===== src/rtl/fraction_mac_sequencer_if.sv =====
// Operand handshake, multiplier link and batch-result signals of the
// fraction MAC sequencer.
interface fraction_mac_sequencer_if #(
  parameter int ACC_W = 10
);
  logic             In_Valid;
  logic             In_Ready;
  logic [3:0]       In_Mplier;
  logic [3:0]       In_Mcand;
  logic             In_Last;
  logic             Mul_St;
  logic [3:0]       Mul_Mplier;
  logic [3:0]       Mul_Mcand;
  logic [6:0]       Mul_Product;
  logic             Mul_Done;
  logic [ACC_W-1:0] Acc_Out;
  logic [3:0]       Result;
  logic             Result_Valid;
  logic             Overflow;

  modport master (
    output In_Valid, In_Mplier, In_Mcand, In_Last, Mul_Product, Mul_Done,
    input  In_Ready, Mul_St, Mul_Mplier, Mul_Mcand, Acc_Out, Result,
           Result_Valid, Overflow
  );

  modport slave (
    input  In_Valid, In_Mplier, In_Mcand, In_Last, Mul_Product, Mul_Done,
    output In_Ready, Mul_St, Mul_Mplier, Mul_Mcand, Acc_Out, Result,
           Result_Valid, Overflow
  );
endinterface


===== src/rtl/fraction_mac_sequencer.sv =====
// Feeds Q0.3 operand pairs to the shift-add fraction multiplier and
// accumulates its Q0.6 products into a saturating batch dot product.
//
// state   | meaning
// S_FLUSH | after reset, ignore the (unreset) multiplier for FLUSH_CYC cycles
// S_IDLE  | ready for an operand pair
// S_START | Mul_St high for this single cycle
// S_WAIT  | waiting for Mul_Done, then accumulate
// S_OUT   | round and publish the batch result, clear the accumulator
module fraction_mac_sequencer #(
  parameter int ACC_W     = 10,
  parameter int FLUSH_CYC = 6
) (
  input logic                    CLK,
  input logic                    RST,
  fraction_mac_sequencer_if.slave bus
);
  localparam int FW = $clog2(FLUSH_CYC + 1);

  typedef enum logic [2:0] {S_FLUSH, S_IDLE, S_START, S_WAIT, S_OUT} state_t;

  state_t           state;
  logic [FW-1:0]    flush_cnt;
  logic [ACC_W-1:0] acc;
  logic             ovf_r;
  logic             last_r;
  logic             mul_st;
  logic [3:0]       mul_mplier;
  logic [3:0]       mul_mcand;
  logic [3:0]       result;
  logic             result_valid;
  logic             overflow;

  logic [ACC_W:0]   sum;
  logic             acc_sat;
  logic [ACC_W-1:0] acc_next;
  logic [ACC_W-3:0] shf;
  logic [ACC_W-6:0] shf_hi;
  logic             in_rng;
  logic [3:0]       res_q;

  assign sum      = {acc[ACC_W-1], acc}
                  + {{(ACC_W-6){bus.Mul_Product[6]}}, bus.Mul_Product};
  assign acc_sat  = sum[ACC_W] ^ sum[ACC_W-1];
  assign acc_next = acc_sat ? {sum[ACC_W], {(ACC_W-1){~sum[ACC_W]}}}
                            : sum[ACC_W-1:0];

  // (acc + 4) >>> 3 equals (acc >>> 3) plus the carry out of bit 2
  assign shf    = {acc[ACC_W-1], acc[ACC_W-1:3]} + {{(ACC_W-3){1'b0}}, acc[2]};
  assign shf_hi = shf[ACC_W-3:3];
  assign in_rng = (&shf_hi) | ~(|shf_hi);
  assign res_q  = in_rng ? shf[3:0] : (shf[ACC_W-3] ? 4'b1000 : 4'b0111);

  always_ff @(posedge CLK) begin
    if (RST) begin
      state        <= S_FLUSH;
      flush_cnt    <= FW'(FLUSH_CYC - 1);
      acc          <= '0;
      ovf_r        <= 1'b0;
      last_r       <= 1'b0;
      mul_st       <= 1'b0;
      mul_mplier   <= '0;
      mul_mcand    <= '0;
      result       <= '0;
      result_valid <= 1'b0;
      overflow     <= 1'b0;
    end else begin
      mul_st       <= 1'b0;
      result_valid <= 1'b0;
      case (state)
        S_FLUSH: begin
          if (flush_cnt == '0) state <= S_IDLE;
          else flush_cnt <= flush_cnt - 1'b1;
        end
        S_IDLE: begin
          if (bus.In_Valid) begin
            mul_mplier <= bus.In_Mplier;
            mul_mcand  <= bus.In_Mcand;
            last_r     <= bus.In_Last;
            mul_st     <= 1'b1;
            state      <= S_START;
          end
        end
        S_START: state <= S_WAIT;
        S_WAIT: begin
          if (bus.Mul_Done) begin
            acc <= acc_next;
            if (acc_sat) ovf_r <= 1'b1;
            state <= last_r ? S_OUT : S_IDLE;
          end
        end
        S_OUT: begin
          result       <= res_q;
          overflow     <= ovf_r | ~in_rng;
          result_valid <= 1'b1;
          acc          <= '0;
          ovf_r        <= 1'b0;
          state        <= S_IDLE;
        end
        default: state <= S_FLUSH;
      endcase
    end
  end

  assign bus.In_Ready     = (state == S_IDLE);
  assign bus.Mul_St       = mul_st;
  assign bus.Mul_Mplier   = mul_mplier;
  assign bus.Mul_Mcand    = mul_mcand;
  assign bus.Acc_Out      = acc;
  assign bus.Result       = result;
  assign bus.Result_Valid = result_valid;
  assign bus.Overflow     = overflow;
endmodule

===== src/flat_wrapper.sv =====
// flat-port wrapper written by rule: the top's interface ports become plain ports
module fraction_mac_sequencer_flat 
#(
  parameter int ACC_W     = 10,
  parameter int FLUSH_CYC = 6
)
  (CLK, RST, bus_In_Valid, bus_In_Mplier, bus_In_Mcand, bus_In_Last, bus_Mul_Product, bus_Mul_Done, bus_In_Ready, bus_Mul_St, bus_Mul_Mplier, bus_Mul_Mcand, bus_Acc_Out, bus_Result, bus_Result_Valid, bus_Overflow);
  fraction_mac_sequencer_if #(.ACC_W(ACC_W)) bus_i ();
  input logic CLK;
  input logic RST;
  input wire logic [$bits(bus_i.In_Valid)-1:0] bus_In_Valid;
  input wire logic [$bits(bus_i.In_Mplier)-1:0] bus_In_Mplier;
  input wire logic [$bits(bus_i.In_Mcand)-1:0] bus_In_Mcand;
  input wire logic [$bits(bus_i.In_Last)-1:0] bus_In_Last;
  input wire logic [$bits(bus_i.Mul_Product)-1:0] bus_Mul_Product;
  input wire logic [$bits(bus_i.Mul_Done)-1:0] bus_Mul_Done;
  output wire logic [$bits(bus_i.In_Ready)-1:0] bus_In_Ready;
  output wire logic [$bits(bus_i.Mul_St)-1:0] bus_Mul_St;
  output wire logic [$bits(bus_i.Mul_Mplier)-1:0] bus_Mul_Mplier;
  output wire logic [$bits(bus_i.Mul_Mcand)-1:0] bus_Mul_Mcand;
  output wire logic [$bits(bus_i.Acc_Out)-1:0] bus_Acc_Out;
  output wire logic [$bits(bus_i.Result)-1:0] bus_Result;
  output wire logic [$bits(bus_i.Result_Valid)-1:0] bus_Result_Valid;
  output wire logic [$bits(bus_i.Overflow)-1:0] bus_Overflow;
  assign bus_i.In_Valid = bus_In_Valid;
  assign bus_i.In_Mplier = bus_In_Mplier;
  assign bus_i.In_Mcand = bus_In_Mcand;
  assign bus_i.In_Last = bus_In_Last;
  assign bus_i.Mul_Product = bus_Mul_Product;
  assign bus_i.Mul_Done = bus_Mul_Done;
  assign bus_In_Ready = bus_i.In_Ready;
  assign bus_Mul_St = bus_i.Mul_St;
  assign bus_Mul_Mplier = bus_i.Mul_Mplier;
  assign bus_Mul_Mcand = bus_i.Mul_Mcand;
  assign bus_Acc_Out = bus_i.Acc_Out;
  assign bus_Result = bus_i.Result;
  assign bus_Result_Valid = bus_i.Result_Valid;
  assign bus_Overflow = bus_i.Overflow;
  fraction_mac_sequencer #(.ACC_W(ACC_W), .FLUSH_CYC(FLUSH_CYC)) u_core (.CLK(CLK), .RST(RST), .bus(bus_i));
endmodule

===== config.mk =====
export PLATFORM = sky130hd
export DESIGN_NAME = fraction_mac_sequencer_flat
export DESIGN_NICKNAME = d
export VERILOG_FILES = /design/src/rtl/fraction_mac_sequencer_if.sv /design/src/rtl/fraction_mac_sequencer.sv /design/src/flat_wrapper.sv
export SDC_FILE = /design/constraint.sdc
export NUM_CORES = 1
export LEC_CHECK = 0
export BUFFER_PORTS_ARGS = -buffer_cell sky130_fd_sc_hd__buf_2
export CAP_MARGIN = 5
export CORE_MARGIN = 10
export CORE_UTILIZATION = 52
export CTS_CLUSTER_SIZE = 20
export DETAILED_ROUTE_END_ITERATION = 7
export PLACE_DENSITY = 0.75
export REMOVE_ABC_BUFFERS = 1
export SLEW_MARGIN = 10
export SYNTH_ARGS = -nofsm -noshare
export SYNTH_HDL_FRONTEND = slang
export SYNTH_SLANG_ARGS = --single-unit

===== constraint.sdc =====
create_clock -name CLK -period 5.2 [get_ports CLK]
set_input_delay 1.04 -clock CLK [delete_from_list [all_inputs] [get_ports CLK]]
set_output_delay 1.04 -clock CLK [all_outputs]
set_load 0.01 [all_outputs]

* Yosys cells after proc, flatten, opt, wreduce, memory -nomap -nowiden
Cells that the tools add are included.
Operators by class: add/sub/neg operators 3, equal/unequal tests 8, multiplexer cells 15, bitwise gates (word level) 8, reduce and logical (&&, ||, !) cells 11
Operators by type and width (count):
- $mux W10 | 2
- $pmux W10 S2 | 1
- $pmux W3 S5 | 1
- $mux W3 | 4
- $add A10 B7 Y11 | 1
- $add A7 B2 Y8 | 1
- $mux W4 | 2
- $eq A3 B2 Y1 const B | 2
- $logic_not A3 Y1 | 2
- $reduce_and A2 Y1 | 3
- $reduce_and A3 Y1 | 2
- $not A1 Y1 | 5
- $reduce_and A5 Y1 | 1
- $reduce_or A5 Y1 | 1
- $mux W1 | 4
- $ne A2 B1 Y1 const B | 2
- $ne A2 B2 Y1 const B | 2
- $eq A3 B1 Y1 const B | 1
- $eq A3 B3 Y1 const B | 1
- $sub A3 B1 Y3 const B | 1
- $or A1 B1 Y1 | 2
- $pmux W1 S2 | 1
- $reduce_bool A2 Y1 | 1
- $reduce_or A2 Y1 | 1
- $xor A1 B1 Y1 | 1
Storage, ports and cells: bits in registers 33, input bits 20, output and inout port bits 26, logic and storage cells 56

* Depth between registers and ports, before layout
depth in word-level cells 6, mapped depth 10, depth with buffers taken out 9

* Worst setup path before layout
Ideal clock, no wire load.
kind input port to flip-flop, from input port bus_Mul_Product[0], to register u_core.acc[7] (netlist: u_core.bus.Acc_Out[7]), library setup time 88 ps, arrival time 2817 ps, required time 5112 ps, path slack 2295 ps, cell stages on the path 10, path buffers 1, cells stage by stage ha_1 inv_1 fa_1 nor2b_1 o311a_1 nor4b_2 a211o_1 buf_6 and2_4 a311oi_2
On the way: cells in the longest elaborated chain, start to end 5, elaborated cells between the ends (all ways) 6, those cells by class add/sub (1); mux (3); bitwise (2)
RTL lines:
- start, declared | line flat_wrapper.sv:15 | input wire logic [$bits(bus_i.Mul_Product)-1:0] bus_Mul_Product;
- $add A10 B7 Y11 * | line fraction_mac_sequencer.sv:43 | + {{(ACC_W-6){bus.Mul_Product[6]}}, bus.Mul_Product};
- $xor A1 B1 Y1 or $not A1 Y1 (tied branches) | line fraction_mac_sequencer.sv:44, fraction_mac_sequencer.sv:45
- $mux W10 * | line fraction_mac_sequencer.sv:45 | assign acc_next = acc_sat ? {sum[ACC_W], {(ACC_W-1){~sum[ACC_W]}}}
- $mux W10 * | line fraction_mac_sequencer.sv:86 | if (bus.Mul_Done) begin
- $pmux W10 S2 * | line fraction_mac_sequencer.sv:70 | case (state)
- end signal, assigned | line fraction_mac_sequencer.sv:87 | acc <= acc_next;
- end, declared | line fraction_mac_sequencer.sv:24 | logic [ACC_W-1:0] acc;
Every way passes the cells marked *; elsewhere a longest branch is shown, timed or not. The select of a mux whose other input is x is not followed. A chain may end at the register's enable or synchronous reset.

* Final worst setup path
Same ends and word-level chain as after synthesis.

==> flow_metrics.tcl <==
set metrics [dict create \
    syn_inst 241 \
    fmax_mhz 351 \
    fillers 343 \
    routed-wl-met3_um 291 \
    grt_max_degree 34 \
    die_area_mm2 0.00666 \
    postPlaceCellArea_mm2 0.00220 \
    cts_max_path_buffers 2 \
    hp-class "flop to flop" \
    first_pass_iters 4 \
    postLayoutCellArea_mm2 0.00229 \
    synthTopCellsByArea "dfxtp_1, ha_1, nand2_1, a21oi_1, a221oi_1" \
    report.final.slew_viol_count 0 \
    crit_arrival_ns 3.05 \
    syn_area_mm2 0.00197 \
    drc 0 \
    pin_count 46 \
    setup_viol 0 \
    path_cells "buf_2, ha_1, inv_1, fa_1, nor2b_1, o311a_1, nor4b_2, a211o_1, and2_4, a311oi_2" \
    ant_nets 0 \
    coreArea_mm2 0.00366 \
    synthFlopType "dfxtp_1" \
    vias 1866 \
    r2r-end "u_core.bus.Acc_Out[7]" \
    finalHoldViolations 0 \
    p_per_area_mw_per_mm2 257 \
    highest_layer "met4" \
    power.leakage_uw 0.00102 \
    crit_buf_inv 2 \
    synth_largest_area_cell "dfxtp_1" \
    synth_top_area_frac 0.335 \
    max_cap_viol_count 0 \
    rrSetupSlack_ns 2.78 \
    die_y_um 81.6 \
    root_buffer "clkbuf_8" \
    hold_end "u_core.bus.Mul_Mcand[3]" \
    drt_iter0_markers 103 \
    die_width_um 81.6 \
    wl_per_cell_um 14.3 \
    diodes 0 \
    clk_pin_slew_ns 0.07 \
    seq_area_um2 661 \
    start_kind "primary input" \
    synth_most_common_cell "nand2_1" \
    hold_depth 2 \
    m1WireLength_um 2200 \
    rsz0062_at_grt "no" \
    worst_path_max_delay_cell "fa_1" \
    finalCriticalPeriod_ns 2.85 \
    crit_fanout 9 \
    wl_met2_um 2160 \
    wirelength_um 4730 \
    cts_sinks 33 \
    cts_buffers 5 \
    gp_congestion 0.843 \
    worst_path_largest_cell_delay_ns 0.41 \
    async_flop_share 0 \
    numPortBuffers 45 \
    cts_setup_buffers 0 \
    cts_hold_buf 0 \
    yosysWarnings 0 \
    grt_pass1_vias 1801 \
    htreeDepth 2 \
    path_class "primary input to flop" \
    start_util 0.539 \
    critPathCaptureType "flop" \
    antenna_found_initial 0 \
    worstPathRequired_ns 5.40 \
    viasPerCell 5.64 \
    syn_avg_cell_area_um2 8.18 \
    worstMarginPinSlew_ns 0.595 \
    synth_cell_types 51 \
    synth-seq-cells 33 \
    fin_crit_sh 0.548 \
    num-nets-final 317 \
    dp_hpwl_um 3620 \
    grt_pass1_wl_um 8130 \
    multiInputGateArea_mm2 0.00123 \
    area_growth_pct 15.9 \
    synth_edf_count 0 \
    r2r_start "u_core.bus.Acc_Out[0]" \
    yosysSeqAreaShare 0.335 \
    peakVddDrop_v 0.000158 \
    cts_tree "done" \
    rows 22 \
    hp-start "u_core.bus.Mul_Mcand[3]" \
    fin_skew_ns 0.00319 \
    outcome "finished, final reports clean" \
    worst-r2r-cell-count 9 \
    clk_latency_ns 0.28 \
    cpLargestDelayFamily "compound AO/OA/AOI/OAI gates" \
    fin_setup_tns_ns 0 \
    overflow 0 \
    grtUsageTotal 0.151 \
    synth_top_cells_by_count "nand2_1, dfxtp_1, a21oi_1" \
    max_slew_margin 0.603 \
    cts_resized 0 \
    drive_gt1_frac 0.230 \
]
final cells by class:
class | count | area share
clock inverter | 2 | 0.00438
sequential | 33 | 0.289
timing repair buffer | 45 | 0.0985
clock buffer | 6 | 0.0317
inverter | 8 | 0.0131
multi-input combinational | 189 | 0.537
tap | 48 | 0.0263
cells by family (layout without fill, tap and decap cells):
logic type | Yosys count | count (layout) | share of synthesized area
AO/OA/AOI/OAI | 70 | 70 | 0.243
adder cells (fa/ha/maj) | 15 | 15 | 0.0990
multiplexers | 2 | 2 | 0.0114
AND/OR/NAND/NOR | 93 | 93 | 0.229
XOR/XNOR | 9 | 9 | 0.0400
buffers and inverters | 19 | 61 | 0.0425
flip-flops | 33 | 33 | 0.335
per-layer routing:
layer	up-vias	GRT usage
li1	954	-
met1	854	0.188
met2	49	0.236
met3	9	0.0513
met4	0	0.0612
met5	-	0
registers in the layout, indices dropped and copies added, names as in the netlist, 3 cells and up:
signal / count
u_core.bus.Mul_Mcand: 4
u_core.state: 3
u_core.bus.Acc_Out: 10
u_core.flush_cnt: 3
u_core.bus.Result: 4
u_core.bus.Mul_Mplier: 4
cells in the final DEF (no fill, tap or decap), types with 4 or more instances in the layout:
master    synthesis  routed
buf_2             4      45
nand2_1          41      41
dfxtp_1          33      33
a21oi_1          26      26
nor2_1           16      16
ha_1             14      14
nor3_1            9       9
inv_1             8       8
a221oi_1          7       7
nand3_1           5       5
xnor2_1           5       5
o21ai_0           5       5
clkbuf_8          0       5
nand2b_1          4       4
o211ai_1          4       4
nor2b_1           4       4
xor2_1            4       4
power by group:
| group | total, µW | internal (µW) | switching [µW] |
|---|---|---|---|
| clock network | 182 | 92.6 | 89.7 |
| logic | 116 | 50.9 | 65.3 |
| registers | 288 | 271 | 16.6 |
stage by stage:
stage          instances  hold slack, ns  setup slack, ns  power [µW]  utilization
2_1_floorplan        230           0.425             2.31         374            -
3_3_place_gp         323           0.439             2.10         408        0.602
3_5_place_dp         323           0.444             2.05         410        0.602
4_1_cts              331           0.453             2.35         592        0.624
6_report             331           0.452             2.35         586        0.624
5_1_grt              331           0.467             2.17         627        0.624
worst max-delay path by stage:
stage	from	to	slack, ns	depth (start not counted)
2_1_floorplan	bus_Mul_Product[0]	u_core.bus.Acc_Out[7]	2.31	9
3_3_place_gp	bus_Mul_Product[0]	u_core.bus.Acc_Out[7]	2.10	10
3_5_place_dp	bus_Mul_Product[0]	u_core.bus.Acc_Out[7]	2.05	10
4_1_cts	bus_Mul_Product[0]	u_core.bus.Acc_Out[7]	2.35	10
5_1_grt	bus_Mul_Product[0]	u_core.bus.Acc_Out[8]	2.17	10
6_report	bus_Mul_Product[0]	u_core.bus.Acc_Out[7]	2.35	10
worst min-delay path, cell delays in order, from the launching register on:
cell     delay [ns]
dfxtp_1        0.31
nand2_1        0.05
a21oi_1        0.05
No activity file was read; power rests on OpenSTA's default activity.
